--- src/rtl/seq_divider.sv ---
// Restoring unsigned divider, one quotient bit per cycle; done pulses N+1 cycles after start (1 for divide-by-zero).
// No backpressure: start is accepted only in IDLE, ignored otherwise, and results hold until the next completion.
module seq_divider #(
    parameter int N = 8
) (
    input  logic         clk,
    input  logic         reset,
    input  logic         start,
    input  logic [N-1:0] dividend,
    input  logic [N-1:0] divisor,
    output logic [N-1:0] quotient,
    output logic [N-1:0] remainder,
    output logic         busy,
    output logic         done,
    output logic         div_by_zero
);

    localparam int CW = (N > 2) ? $clog2(N) : 1;
    localparam logic [CW-1:0] LAST = CW'(N - 1);

    localparam logic [1:0] ST_IDLE = 2'd0;
    localparam logic [1:0] ST_RUN  = 2'd1;
    localparam logic [1:0] ST_DONE = 2'd2;

    logic [1:0]    state;
    logic [N:0]    partial_rem;
    logic [N-1:0]  dvd_shift;
    logic [N-1:0]  dvs;
    logic [N-1:0]  quo_shift;
    logic [CW-1:0] count;

    logic [N:0]    shifted;
    logic [N-1:0]  dvd_next;
    logic [N+1:0]  diff;
    logic          borrow;
    logic [N:0]    rem_next;
    logic [N-1:0]  quo_next;

    // Dividend MSB moves into the partial remainder LSB; the top bit of the
    // partial remainder is always zero because it stays below the divisor.
    always_comb begin
        {shifted, dvd_next} = {partial_rem, dvd_shift} << 1;
        diff     = {1'b0, shifted} - {2'b00, dvs};
        borrow   = diff[N+1];
        rem_next = borrow ? shifted : diff[N:0];
        quo_next = (quo_shift << 1) | {{(N-1){1'b0}}, ~borrow};
    end

    always_ff @(posedge clk) begin
        if (reset) begin
            state       <= ST_IDLE;
            partial_rem <= '0;
            dvd_shift   <= '0;
            dvs         <= '0;
            quo_shift   <= '0;
            count       <= '0;
            quotient    <= '0;
            remainder   <= '0;
            busy        <= 1'b0;
            done        <= 1'b0;
            div_by_zero <= 1'b0;
        end else begin
            done <= 1'b0;
            case (state)
                ST_IDLE: begin
                    if (start) begin
                        if (divisor == '0) begin
                            quotient    <= '1;
                            remainder   <= dividend;
                            div_by_zero <= 1'b1;
                            done        <= 1'b1;
                            state       <= ST_DONE;
                        end else begin
                            dvd_shift   <= dividend;
                            dvs         <= divisor;
                            partial_rem <= '0;
                            quo_shift   <= '0;
                            count       <= '0;
                            busy        <= 1'b1;
                            state       <= ST_RUN;
                        end
                    end
                end
                ST_RUN: begin
                    partial_rem <= rem_next;
                    dvd_shift   <= dvd_next;
                    quo_shift   <= quo_next;
                    count       <= count + 1'b1;
                    if (count == LAST) begin
                        quotient    <= quo_next;
                        remainder   <= rem_next[N-1:0];
                        div_by_zero <= 1'b0;
                        busy        <= 1'b0;
                        done        <= 1'b1;
                        state       <= ST_DONE;
                    end
                end
                ST_DONE: state <= ST_IDLE;
                default: state <= ST_IDLE;
            endcase
        end
    end

endmodule

--- config.mk ---
export PLATFORM = sky130hd
export DESIGN_NAME = seq_divider
export DESIGN_NICKNAME = d
export VERILOG_FILES = /design/src/rtl/seq_divider.sv
export SDC_FILE = /design/constraint.sdc
export NUM_CORES = 1
export LEC_CHECK = 0
export ABC_CLOCK_PERIOD_IN_PS = 2600
export BUFFER_PORTS_ARGS = -buffer_cell sky130_fd_sc_hd__buf_2
export CORE_UTILIZATION = 40
export CTS_CLUSTER_DIAMETER = 40
export DETAILED_ROUTE_END_ITERATION = 8
export SLEW_MARGIN = 10
export SYNTH_ARGS = -nofsm -noshare
export SYNTH_HDL_FRONTEND = slang
export SYNTH_SLANG_ARGS = --single-unit
--- constraint.sdc ---
create_clock -name clk -period 2.6 [get_ports clk]
set_clock_uncertainty 0.2 [all_clocks]
set_input_delay 0.13 -clock clk [delete_from_list [all_inputs] [get_ports clk]]
set_output_delay 0.13 -clock clk [all_outputs]
set_load 0.005 [all_outputs]
# --- Word-level counts from Yosys, hierarchy flattened ---
# Cells that the tools add are included.
totals:
  regBits: 55
  input_bits: 19
  word_cells: 66
op_classes:
  addsub: 2
  n_eq_ne: 6
  muxes: 36
  bitwise: 3
  n_reduce_logical: 8
ops:
  columns: ["operator", "n"]
  rows:
  - ["8-bit two-way mux", 11]
  - ["8-bit case mux with 2 select lines", 4]
  - ["7-bit two-way mux", 2]
  - ["7-bit case mux with 2 select lines", 1]
  - ["9-bit by 8-bit subtractor with 10-bit output", 1]
  - ["8-bit zero test", 1]
  - ["1-bit two-way mux", 8]
  - ["2-bit inequality test, second input constant", 4]
  - ["8-bit by 1-bit bitwise OR with 8-bit output", 1]
  - ["4-bit AND reduction", 2]
  - ["2-bit two-way mux", 3]
  - ["3-bit two-way mux", 2]
  - ["1-bit case mux with 2 select lines", 3]
  - ["3-bit case mux with 2 select lines", 1]
  - ["3-bit AND reduction", 2]
  - ["2-bit case mux with 2 select lines", 1]
  - ["3-bit by 1-bit adder with 3-bit output, second input constant", 1]
  - ["3-bit equality test, second input constant", 1]
  - ["2-bit by 1-bit equality test with 1-bit output, second input constant", 1]
  - ["2-bit zero test", 1]
  - ["1-bit inverter", 2]
  - ["2-bit AND reduction", 1]
  - ["2-bit nonzero test", 1]

# --- Logic depth before layout (Yosys ltp) ---
logic_depth:
  depth_word: 5
  depth_mapped: 9
  mapped_depth_nobuf: 9

# --- Worst setup path after synthesis ---
# No wires, ideal clock.
synth_path:
  kind: "register to register"
  from: "register dvd_shift[7]"
  to: "register remainder[6]"
  setup_ps: 74
  t_arrival_ps: 1994
  t_required_ps: 2326
  setup_slack_ps: 331
  path_stages_with_launch: 10
  n_path_buf: 0
  cell_sequence: "dfxtp_1 -> inv_1 -> ha_1 -> fa_1 -> nand2b_1 -> a2111o_1 -> o311a_1 -> a21oi_1 -> o21ai_1 -> a31oi_1"
synth_via:
  elab_chain_len: 4
synth_rtl:
  columns: ["element", "line", "rtl"]
  rows:
  - ["from (decl)", "27", "logic [N-1:0] dvd_shift;"]
  - ["from (signal assigned)", "74", "dvd_shift <= dividend;"]
  - ["from (signal assigned)", "86", "dvd_shift <= dvd_next;"]
  - ["9-bit by 8-bit subtractor with 10-bit output", "43", "diff = {1'b0, shifted} - {2'b00, dvs};"]
  - ["8-bit two-way mux", "45", "rem_next = borrow ? shifted : diff[N:0];"]
  - ["8-bit two-way mux", "89", "if (count == LAST) begin"]
  - ["8-bit case mux with 2 select lines", "64", "case (state)"]
  - ["to (signal assigned)", "69", "remainder <= dividend;"]
  - ["to (signal assigned)", "91", "remainder <= rem_next[N-1:0];"]
  - ["to (decl)", "12", "output logic [N-1:0] remainder,"]
# Every way passes these cells. The select of a mux whose other input is x is not followed.
# A chain may end at the register's enable or synchronous reset.

# --- Worst setup path after layout ---
# Ends and elaborated chain as after synthesis.

==> reports/metrics.sh <==
TIMING.SETUP.TNS_NS=0
PORT_BUFFER_COUNT=37
POST_DP_CELL_AREA_SQ_UM=2900
MAX-CAP-VIOLATIONS=0
DRTITER0DRC=103
CRIT_FAMILY='compound AO/OA/AOI/OAI gates'
POWER_W=0.00217
TIMING_HOLD_VIOLATIONS_FINAL=0
FILL_CELLS=614
STDCELL_AREA_SQ_UM=3150
WORST_SKEW_PAIR.LATE_LATENCY_NS=0.31
POSTROUTEANTENNANETS=0
GRT_FIRST_PASS_WIRELENGTH_UM=10500
CRITICAL_PATH_REQUIRED_NS=2.64
CTS-BUFFERS-INSERTED=5
GLOBAL_ROUTE.OVERFLOW_TOTAL=0
CORE_BOX_AREA_SQ_UM=6350
WORST_SLACK_NS=0.156
SHARE_OF_THE_CLOCK_PERIOD_USED_BY_THE_WORST_PATH_PCT=94.0
TIMING.CRITICAL_PATH.FANOUT_MAX=3
OUTCOME='complete, no violations'
POST_CTS_BUFFERS=0
REPORT.FINAL.SLEW_VIOL_COUNT=0
DETAILEDPLACEMENTHPWL_UM=4390
BOUNDARY_PINS=38
NUM_VIAS=2287
TIMING.RR.START='dvd_shift[7]$_SDFFE_PP0P_'
WORST_HOLD_STARTPOINT='start'
FMAX_MHz=409
CTS_ROOT_BUFFER='sky130_fd_sc_hd__clkbuf_8'
DETAIL_ROUTE.DRC_VIOLATIONS=0
MAX_SLEW_MARGIN_PCT=37.7
CLKSINKCOUNT=55
NETLIST_INSTANCES=307
GP_CONGESTION=0.842
VIASPERCELL=5.25
RSZ0062_AT_GRT='false'
WORSTHOLDPATHTYPE='in2reg'
FINAL_LAYOUT_SIZE_SUFFIX_GT1_SHARE_PCT=17.5
SYNTH_EDF_COUNT=0
LAYOUT.CELLS.MOST_COMMON='sky130_fd_sc_hd__nor2_1'
CLK_TRANSITION_REPORTED_PATHS_NS=0.10
CTS_BUFFER_DEPTH=2
DIE_AREA_SQ_UM=6900
SYN_AREA_SQ_UM=2630
GRT_USAGE_PCT=18.4
TIMING_WORST_SLEW_PIN_VALUE_NS=0.935
SEQ_AREA_FRAC_SYNTH_PCT=41.9
SYNTHTOLAYOUTAREAGROWTH_PCT=19.9
NETS=388
DETAIL_ROUTE.WIRELENGTH_UM=6090
POWER-PER-CELL-AREA_nW_PER_UM2=690
DIE_HEIGHT_UM=83.1
ASYNC_RESET_FF_SHARE_PCT=0
INITIAL_ANTENNA_VIOLATION_COUNT=0
CRITPATHBUFINV=1
DPL_CELLS=412
CP_SLOWEST_CELL='sky130_fd_sc_hd__fa_1'
DIODES=0
PRE_CTS_WS_NS=0.168
CHIPWIDTH_UM=83.1
CRITPATHMAXSTAGEDELAY_NS=0.40
POSTSYNTHREGISTERBITS=55
YOSYS_MOST_USED_DFF='sky130_fd_sc_hd__dfxtp_1'
CRITPATHLAUNCHTYPE='flop'
PLACEMENTROWS=29
MAX-VDD-IR-DROP_uV=301
GRT_START_MAX_NET_PINS=53
WORST-SETUP-PATH-TYPE='reg2reg'
CELLLEAKAGEPOWER_nW=1.34
HTREE_NUM_LEVELS=2
DRTPASS1ITERATIONS=5
SYN-MEAN-INSTANCE-AREA_SQ_UM=8.56
CP-STARTPOINT='dvd_shift[7]$_SDFFE_PP0P_'
YOSYS_WARNINGS=0
WIRE_PER_INST_UM=14.0
START_UTIL_PCT=41.4
CP.ARRIVAL_NS=2.49
CRIT_CHAIN='inv_1 > ha_1 > fa_1 > nand2b_1 > a2111o_1 > o311a_1 > a21oi_2 > o21ai_1 > a31oi_1'
CRIT_PATH_END_KIND='flop'
SETUP-VIOLATIONS-FINAL=0
FINAL-INSTANCE-COUNT-EXCL-FILL=436
SYN-NUM-NETS=337
CLOCK_TREE_FROM_TRITONCTS='done'
VIA_COUNT_OF_THE_FIRST_GLOBAL_ROUTING_PASS=2255
YOSYSUNIQUECELLTYPES=53
POST-ROUTE-MIN-PERIOD_NS=2.44
FINAL_CELL_MIX='57 x sky130_fd_sc_hd__nor2_1, 55 x sky130_fd_sc_hd__dfxtp_1, 37 x sky130_fd_sc_hd__buf_2'
-- repair_timing --
item	in CTS	in global routing
hold buffers	16	0
hold endpoints to repair	21	0
endpoints found under the setup margin	0	1
resized for setup	0	1
-- worst reg2reg max path: stages, from the launching register on --
cell                       delay (ns)
sky130_fd_sc_hd__dfxtp_1         0.38
sky130_fd_sc_hd__inv_1           0.08
sky130_fd_sc_hd__ha_1            0.23
sky130_fd_sc_hd__fa_1            0.40
sky130_fd_sc_hd__nand2b_1        0.19
sky130_fd_sc_hd__a2111o_1        0.37
sky130_fd_sc_hd__o311a_1         0.14
sky130_fd_sc_hd__a21oi_2         0.12
sky130_fd_sc_hd__o21ai_1         0.09
sky130_fd_sc_hd__a31oi_1         0.18
-- cell families (layout without fill, tap and decap cells) --
logic type	Yosys count	in the layout	share of synthesized area (%)
and+or+nand+nor	122	122	20.7
AOI/OAI and AO/OA	80	80	23.3
DFF	55	55	41.9
buffers and inverters	27	79	4.19
adders and majority gates	11	11	5.52
muxes	9	9	3.43
xor gates and xnor gates	3	3	1.00
-- layer usage --
metal  vias up  GRT usage [%]  share of wire (%)
met5         -              0                  0
met4         0           5.02               0.79
met3         4           3.58                3.9
met2        48           31.0                 46
met1      1042           24.1                 50
li1       1193              -                  -
-- registers in the layout, summed over array words and instances (netlist names) --
name / count
dvd_shift: 8
dvs: 8
partial_rem: 8
quotient: 8
remainder: 8
quo_shift: 7
count: 3
state: 2
busy: 1
div_by_zero: 1
done: 1
-- Yosys cell counts, types with 7 or more instances --
master / n / share of area [%]
sky130_fd_sc_hd__a22oi_1: 9 / 2.6
sky130_fd_sc_hd__ha_1: 10 / 4.8
sky130_fd_sc_hd__clkbuf_1: 9 / 1.3
sky130_fd_sc_hd__nand2_1: 29 / 4.1
sky130_fd_sc_hd__a21oi_1: 9 / 1.7
sky130_fd_sc_hd__nor3_1: 7 / 1.3
sky130_fd_sc_hd__inv_1: 12 / 1.7
sky130_fd_sc_hd__mux2i_1: 9 / 3.4
sky130_fd_sc_hd__o21ai_0: 9 / 1.7
sky130_fd_sc_hd__o21ai_1: 7 / 1.3
sky130_fd_sc_hd__dfxtp_1: 55 / 42
sky130_fd_sc_hd__nor2_1: 57 / 8.1
sky130_fd_sc_hd__a311oi_1: 10 / 3.3
-- worst paths after layout --
| path | to | slack [ns] | cells past startpoint |
|---|---|---|---|
| worst max-delay path | remainder[6]$_SDFFE_PP0P_ | 0.16 | 9 |
| worst min-delay path | remainder[2]$_SDFFE_PP0P_ | 0.11 | 3 |
| worst max register to register | remainder[6]$_SDFFE_PP0P_ | 0.16 | 9 |
| worst min register to register | partial_rem[7]$_SDFFE_PP0P_ | 0.27 | 2 |
-- area by class of cell --
| type | count | area [sq um] | area share (%) |
|---|---|---|---|
| clock buffers | 6 | 72.6 | 2.30 |
| clock inverters | 2 | 16.3 | 0.516 |
| inverters | 13 | 48.8 | 1.55 |
| multi-input cells | 225 | 1420 | 45.1 |
| flip-flops and latches | 55 | 1100 | 34.9 |
| well taps | 77 | 96.3 | 3.06 |
| repair buffers | 58 | 395 | 12.5 |
-- power by group --
| part | switching, W | internal, W |
|---|---|---|
| Combinational | 0.000432 | 0.000313 |
| Sequential | 0.0000437 | 0.000907 |
| Clock | 0.000284 | 0.000194 |
| Total | 0.000760 | 0.00141 |
-- per-stage QoR --
step	util [%]	hold slack, ns
2_1_floorplan	-	0.0689
3_3_place_gp	45.6	0.184
3_5_place_dp	45.6	0.192
4_1_cts	49.6	0.0958
5_1_grt	49.6	0.147
6_report	49.6	0.111
Note: power is estimated with default switching activity, not from simulation.
